<file path="config.mk">
export PLATFORM = sky130hd
export DESIGN_NAME = rgb_spi_rx
export DESIGN_NICKNAME = d
export VERILOG_FILES = /design/src/rtl/rgb_spi_pkg.sv /design/src/rtl/spi_sync_edge.sv /design/src/rtl/rgb_spi_rx.sv
export SDC_FILE = /design/constraint.sdc
export NUM_CORES = 1
export LEC_CHECK = 0
export BUFFER_PORTS_ARGS = -buffer_cell sky130_fd_sc_hd__buf_4
export CAP_MARGIN = 20
export CORE_UTILIZATION = 61
export DETAILED_ROUTE_END_ITERATION = 10
export PLACE_DENSITY = 0.78
export SETUP_SLACK_MARGIN = 0.05
export SYNTH_ARGS = -nofsm -noshare
export SYNTH_HDL_FRONTEND = slang
export SYNTH_SLANG_ARGS = --single-unit
</file>
<file path="constraint.sdc">
create_clock -name clk -period 3.1 [get_ports clk]
set_input_delay 0.31 -clock clk [delete_from_list [all_inputs] [get_ports clk]]
set_output_delay 0.31 -clock clk [all_outputs]
set_load 0.1 [all_outputs]
</file>
<file path="src/rtl/rgb_spi_pkg.sv">
// Shared constants, state type and helpers for the RGB SPI command receiver.
// Command bytes, per-command data lengths and the fade step function.
package rgb_spi_pkg;

  localparam logic [7:0] CMD_SET    = 8'h01;
  localparam logic [7:0] CMD_FADE   = 8'h02;
  localparam logic [7:0] CMD_ENABLE = 8'h03;

  localparam int unsigned SET_BYTES    = 3;
  localparam int unsigned FADE_BYTES   = 3;
  localparam int unsigned ENABLE_BYTES = 1;

  typedef enum logic [1:0] {
    ST_IDLE,
    ST_CMD,
    ST_DATA,
    ST_DISCARD
  } rx_state_e;

  function automatic logic cmd_valid(input logic [7:0] c);
    return (c == CMD_SET) || (c == CMD_FADE) || (c == CMD_ENABLE);
  endfunction

  function automatic logic [1:0] last_idx(input logic [7:0] c);
    logic [1:0] n;
    n = 2'(SET_BYTES - 1);
    if (c == CMD_FADE)   n = 2'(FADE_BYTES - 1);
    if (c == CMD_ENABLE) n = 2'(ENABLE_BYTES - 1);
    return n;
  endfunction

  function automatic logic [7:0] step_toward(
    input logic [7:0] cur,
    input logic [7:0] tgt
  );
    logic [7:0] n;
    n = cur;
    if (cur < tgt) n = cur + 8'd1;
    if (cur > tgt) n = cur - 8'd1;
    return n;
  endfunction

endpackage

</file>
<file path="src/rtl/spi_sync_edge.sv">
// Two-flop synchroniser for one asynchronous SPI pin with edge detect.
// RST_VAL is the pin's idle level so no edge is seen leaving reset.
module spi_sync_edge #(
  parameter logic RST_VAL = 1'b0
) (
  input  logic clk,
  input  logic rst,
  input  logic din,
  output logic sync,
  output logic rise,
  output logic fall
);

  logic meta_q, sync_q, prev_q;

  always_ff @(posedge clk or negedge rst) begin
    if (!rst) begin
      meta_q <= RST_VAL;
      sync_q <= RST_VAL;
      prev_q <= RST_VAL;
    end else begin
      meta_q <= din;
      sync_q <= meta_q;
      prev_q <= sync_q;
    end
  end

  assign sync = sync_q;
  assign rise = sync_q & ~prev_q;
  assign fall = ~sync_q & prev_q;

endmodule

</file>
<file path="src/rtl/rgb_spi_rx.sv">
// SPI-slave command receiver feeding the RGB delta-sigma drivers.
// Decodes SET/FADE/ENABLE frames and runs the per-channel fade engine.
module rgb_spi_rx
  import rgb_spi_pkg::*;
#(
  parameter int unsigned FADE_DIV = 1024
) (
  input  logic       clk,
  input  logic       rst,
  input  logic       spi_sck,
  input  logic       spi_cs_n,
  input  logic       spi_mosi,
  output logic [7:0] led_r_out,
  output logic [7:0] led_g_out,
  output logic [7:0] led_b_out,
  output logic       enable_out,
  output logic       frame_done
);

  localparam logic [15:0] PRESC_MAX = 16'(FADE_DIV - 1);

  logic sck_rise, sck_s, sck_fall_unused;
  logic cs_s, cs_rise_unused, cs_fall_unused;
  logic mosi_meta_q, mosi_q;

  spi_sync_edge #(.RST_VAL(1'b0)) u_sck (
    .clk  (clk),
    .rst  (rst),
    .din  (spi_sck),
    .sync (sck_s),
    .rise (sck_rise),
    .fall (sck_fall_unused)
  );

  spi_sync_edge #(.RST_VAL(1'b1)) u_cs (
    .clk  (clk),
    .rst  (rst),
    .din  (spi_cs_n),
    .sync (cs_s),
    .rise (cs_rise_unused),
    .fall (cs_fall_unused)
  );

  rx_state_e   state_q, state_d;
  logic [2:0]  bit_cnt_q, bit_cnt_d;
  logic [1:0]  byte_idx_q, byte_idx_d;
  logic [7:0]  cmd_q, cmd_d;
  logic [7:0]  shift_q, shift_d;
  logic [7:0]  sh_r_q, sh_r_d;
  logic [7:0]  sh_g_q, sh_g_d;
  logic [7:0]  cur_r_q, cur_r_d;
  logic [7:0]  cur_g_q, cur_g_d;
  logic [7:0]  cur_b_q, cur_b_d;
  logic [7:0]  tgt_r_q, tgt_r_d;
  logic [7:0]  tgt_g_q, tgt_g_d;
  logic [7:0]  tgt_b_q, tgt_b_d;
  logic        en_q, en_d;
  logic        done_q, done_d;
  logic [15:0] presc_q, presc_d;
  logic        tick;
  logic        byte_end;
  logic [7:0]  byte_in;

  always_comb begin
    state_d    = state_q;
    bit_cnt_d  = bit_cnt_q;
    byte_idx_d = byte_idx_q;
    cmd_d      = cmd_q;
    shift_d    = shift_q;
    sh_r_d     = sh_r_q;
    sh_g_d     = sh_g_q;
    cur_r_d    = cur_r_q;
    cur_g_d    = cur_g_q;
    cur_b_d    = cur_b_q;
    tgt_r_d    = tgt_r_q;
    tgt_g_d    = tgt_g_q;
    tgt_b_d    = tgt_b_q;
    en_d       = en_q;
    done_d     = 1'b0;

    tick     = (presc_q == PRESC_MAX);
    presc_d  = tick ? 16'd0 : presc_q + 16'd1;
    byte_in  = {shift_q[6:0], mosi_q};
    byte_end = sck_rise && (bit_cnt_q == 3'd7);

    // Fade step first so a SET commit below overrides it.
    if (tick) begin
      cur_r_d = step_toward(cur_r_q, tgt_r_q);
      cur_g_d = step_toward(cur_g_q, tgt_g_q);
      cur_b_d = step_toward(cur_b_q, tgt_b_q);
    end

    if (cs_s) begin
      state_d    = ST_IDLE;
      bit_cnt_d  = 3'd0;
      byte_idx_d = 2'd0;
      shift_d    = 8'd0;
      sh_r_d     = 8'd0;
      sh_g_d     = 8'd0;
    end else begin
      if (sck_rise && (state_q inside {ST_CMD, ST_DATA})) begin
        shift_d   = byte_in;
        bit_cnt_d = bit_cnt_q + 3'd1;
      end
      unique case (state_q)
        ST_IDLE: state_d = ST_CMD;
        ST_CMD: begin
          if (byte_end) begin
            cmd_d      = byte_in;
            byte_idx_d = 2'd0;
            state_d    = cmd_valid(byte_in) ? ST_DATA : ST_DISCARD;
          end
        end
        ST_DATA: begin
          if (byte_end && (byte_idx_q == last_idx(cmd_q))) begin
            state_d = ST_DISCARD;
            done_d  = 1'b1;
            if (cmd_q == CMD_ENABLE) begin
              en_d = byte_in[0];
            end else begin
              tgt_r_d = sh_r_q;
              tgt_g_d = sh_g_q;
              tgt_b_d = byte_in;
              if (cmd_q == CMD_SET) begin
                cur_r_d = sh_r_q;
                cur_g_d = sh_g_q;
                cur_b_d = byte_in;
              end
            end
          end else if (byte_end) begin
            if (byte_idx_q == 2'd0) sh_r_d = byte_in;
            else                    sh_g_d = byte_in;
            byte_idx_d = byte_idx_q + 2'd1;
          end
        end
        ST_DISCARD: state_d = ST_DISCARD;
        default:    state_d = ST_IDLE;
      endcase
    end
  end

  always_ff @(posedge clk or negedge rst) begin
    if (!rst) begin
      mosi_meta_q <= 1'b0;
      mosi_q      <= 1'b0;
      state_q     <= ST_IDLE;
      bit_cnt_q   <= 3'd0;
      byte_idx_q  <= 2'd0;
      cmd_q       <= 8'd0;
      shift_q     <= 8'd0;
      sh_r_q      <= 8'd0;
      sh_g_q      <= 8'd0;
      cur_r_q     <= 8'd0;
      cur_g_q     <= 8'd0;
      cur_b_q     <= 8'd0;
      tgt_r_q     <= 8'd0;
      tgt_g_q     <= 8'd0;
      tgt_b_q     <= 8'd0;
      en_q        <= 1'b0;
      done_q      <= 1'b0;
      presc_q     <= 16'd0;
    end else begin
      mosi_meta_q <= spi_mosi;
      mosi_q      <= mosi_meta_q;
      state_q     <= state_d;
      bit_cnt_q   <= bit_cnt_d;
      byte_idx_q  <= byte_idx_d;
      cmd_q       <= cmd_d;
      shift_q     <= shift_d;
      sh_r_q      <= sh_r_d;
      sh_g_q      <= sh_g_d;
      cur_r_q     <= cur_r_d;
      cur_g_q     <= cur_g_d;
      cur_b_q     <= cur_b_d;
      tgt_r_q     <= tgt_r_d;
      tgt_g_q     <= tgt_g_d;
      tgt_b_q     <= tgt_b_d;
      en_q        <= en_d;
      done_q      <= done_d;
      presc_q     <= presc_d;
    end
  end

  assign led_r_out  = cur_r_q;
  assign led_g_out  = cur_g_q;
  assign led_b_out  = cur_b_q;
  assign enable_out = en_q;
  assign frame_done = done_q;

endmodule

</file>
==> parameters.txt <==
Parameter                              Value

Finish
  Seq. cell area ... 2780 sq um
  Fraction of layout instances using a drive strength above 1 ... 12.52%
  Layout Area Growth over Synthesis ... 9.262%
  Area of combinational cells with multiple inputs ... 2902 sq um
  Commonest non-fill, non-tap cell in the layout ... dfrtp_1
  Antenna diode count ... 0
  Post-layout net count ... 669
  Filler cells ... 740
  Leading cell types in the layout, fill and taps excluded ... dfrtp_1 (109), nor2_1 (60), o21ai_0 (55)

Synthesis
  Yosys Warn Count ... 0
  Area of the mapped netlist ... 5917 sq um
  Unique cell type count in the Yosys netlist ... 56
  Number of synthesized flops with an enable pin ... 0
  Area share of the largest cell type after synthesis ... 46.10%
  Seq cells post-synth ... 111
  Average instance area after synthesis ... 9.878 sq um
  Primary FF master, synth ... dfrtp_1
  Post-synth top area cell ... dfrtp_1
  Synthesized Nets ... 642
  Cell count after synthesis ... 599
  Part of the Yosys area used for sequential elements ... 46.99%
  Fraction of registers with async set or reset after synthesis ... 100.0%
  Most area-consuming cells after synthesis ... dfrtp_1 (46%), ha_1 (8.0%), mux2i_1 (4.9%)

Timing
  Upper clock frequency limit ... 391.0 MHz
  Skew final ... 0.009693 ns
  Total negative slack for setup checks ... 0 ns
  Time the final worst path needs with I/O delays and setup ... 2.558 ns
  Endpoints failing hold ... 0
  Unrepaired setup endpoints after global routing ... no
  Final Max Tran Viols ... 0
  Number of setup violations in the final report ... 0
  Final worst path period share ... 82.51%
  Setup slack after layout ... 0.5423 ns
  Normalized max-slew margin ... 47.68%
  Worst-margin pin slew ... 0.7847 ns

Placement
  Final GP Congestion ... 0.8505
  Number of port buffers ... 30
  HPWL Detailed ... 8445 microns
  Pre-CTS setup slack ... 0.5947 ns

Die
  Number of I/O pins ... 31
  Area of the core region ... 9328 sq um
  Die width ... 100.5 microns
  Starting utilization of the core area ... 63.43%
  Die Footprint ... 10,100 sq um
  Die outline height ... 100.5 microns
  # rows ... 35

Critical path
  CP Data Arrival Time ... 2.86 ns
  CP endpoint kind ... flop
  Critical path peak fanout ... 7
  Worst setup path category ... flop to flop
  Worst Setup Start Kind ... flop
  Required time reported for the critical path endpoint ... 3.40 ns

Hold path
  Class of the tightest hold or removal check ... input pin to flop

Pwr
  Leak ... 3.146 nW
  PD cells ... 392.0 nW/um^2
  IR drop worst, VDD ... 429.6 uV

Clocking
  Clock transition at path regs ... 0.10 ns
  Longest Clk Path Bufs ... 2
  Clock root buffer ... clkbuf_8
  Clk Latency, worst-skew pair ... 0.38 ns
  Number of buffers inserted during clock tree synthesis ... 9
  CTS tree ... yes
  Number of levels the H-tree was split into ... 3
  Clock Sink Count ... 111

Global routing
  Via count of the first global-routing pass ... 4,290
  Largest net degree at the start of global routing ... 81
  Number of antenna violations at the first check in global routing ... 0
  Total global routing overflow ... 0
  Global-route wire length before repair ... 20,490 microns
  Total global routing track utilization ... 26.21%

Routing
  Post-DRT Antenna Nets ... 0
  Detailed Routing Iterations Pass 1 ... 5
  Count of vias placed by the detailed router ... 4,504
  Violation count after the first detailed-route iteration ... 223
  Via/cell ratio ... 5.926
  Total wirelength of the detailed-routed design ... 12,110 microns
  Wire length per cell ... 15.94 microns
  DRC errors left ... 0

Outcome
  Result of the run ... finished, final reports clean

Job
  Count of max-cap constraint violations ... 0
==> synth_stat cells (6+ instances only) <==
cell       count
mux2_2        14
dfrtp_1      109
nand3_1       17
nor3_1        15
a21oi_1       20
xor2_1        14
o21ai_0       55
nand4_1        9
ha_1          38
mux2i_1       29
a2111oi_0      6
nor2_1        60
a31oi_1        9
or3_1         14
nand2_1       52
clkbuf_1      12
and3_1         8
inv_1         34
xnor2_1       15
==> power breakdown <==
| group | internal (mW) | switching (mW) | leakage (nW) |
|---|---|---|---|
| Combinational | 0.0878 | 0.128 | 1.54 |
| Sequential | 1.48 | 0.0399 | 1.52 |
| Clock | 0.319 | 0.485 | 0.0930 |
| Total | 1.88 | 0.652 | 3.15 |
==> sequential cells by signal (all words and copies together), names as in the netlist, 3 cells and up <==
name / count
presc_q: 16
cmd_q: 8
led_b_out: 8
led_g_out: 8
led_r_out: 8
sh_g_q: 8
sh_r_q: 8
tgt_b_q: 8
tgt_g_q: 8
tgt_r_q: 8
shift_q: 7
bit_cnt_q: 3
==> worst paths after layout <==
| path | startpoint | endpoint | slack, ns | cells past startpoint |
|---|---|---|---|---|
| worst max-delay path | led_g_out[5] | led_g_out[3] | 0.54 | 8 |
| worst min-delay path | spi_mosi | mosi_meta_q | 0.03 | 1 |
| worst max register to register | led_g_out[5] | led_g_out[3] | 0.54 | 8 |
| worst min register to register | u_cs.meta_q | u_cs.sync | 0.36 | 0 |
| max in group asynchronous | rst | u_cs.meta_q | 1.86 | 4 |
| min in group asynchronous | rst | led_g_out[4] | 0.35 | 2 |
==> logic make-up after synthesis <==
family / synth area share [%]
multiplexers: 7.570
XOR/XNOR: 4.293
buffers and inverters: 4.060
flip-flops: 46.99
AO/OA/AOI/OAI: 12.43
adder cells (fa/ha/maj): 8.036
AND/OR/NAND/NOR: 16.62
==> worst max-delay path: stages (launching register included) <==
cell and delay, ns:
dfrtp_1 0.45, ha_1 0.34, a21oi_1 0.16, nor2_1 0.07
a211o_1 0.26, nor2_1 0.33, mux2_2 0.39, or3_1 0.33
a31oi_1 0.17
==> through the flow <==
step                      total power, mW  utilization [%]  cell area, sq um  instances  hold WS, ns
after floorplan                     1.677                -              5917        599      0.01441
final                               2.534            69.31              6465        760      0.03085
after CTS                           2.556            68.91              6427        758      0.01416
after global placement              1.744            66.96              6246        742       0.3341
after global routing                2.658            69.31              6465        760     0.005338
after detailed placement            1.755            66.96              6246        742       0.3379
==> what timing repair did <==
| action | in CTS | in global routing |
|---|---|---|
| gates resized for setup | 0 | 0 |
| endpoints found under the hold margin | 0 | 17 |
| setup buffers | 0 | 0 |
| hold buffers | 0 | 1 |
==> routing by layer <==
layer	vias up	GRT usage (%)	part of all wire (%)
li1	2180	-	-
met1	2214	34.45	46
met2	94	44.42	49
met3	16	4.508	3.6
met4	0	8.473	1.7
met5	-	0	0
==> final cells by class <==
type,count,area share [%]
Multi-Input combinational cell,433,44.88
Tap cell,129,2.497
Timing Repair Buffer,37,4.838
Sequential cell,111,43.00
Clock inverter,6,0.6774
Clock buffer,10,2.129
Inverter,34,1.974
Power figures use the tool's default switching activity.
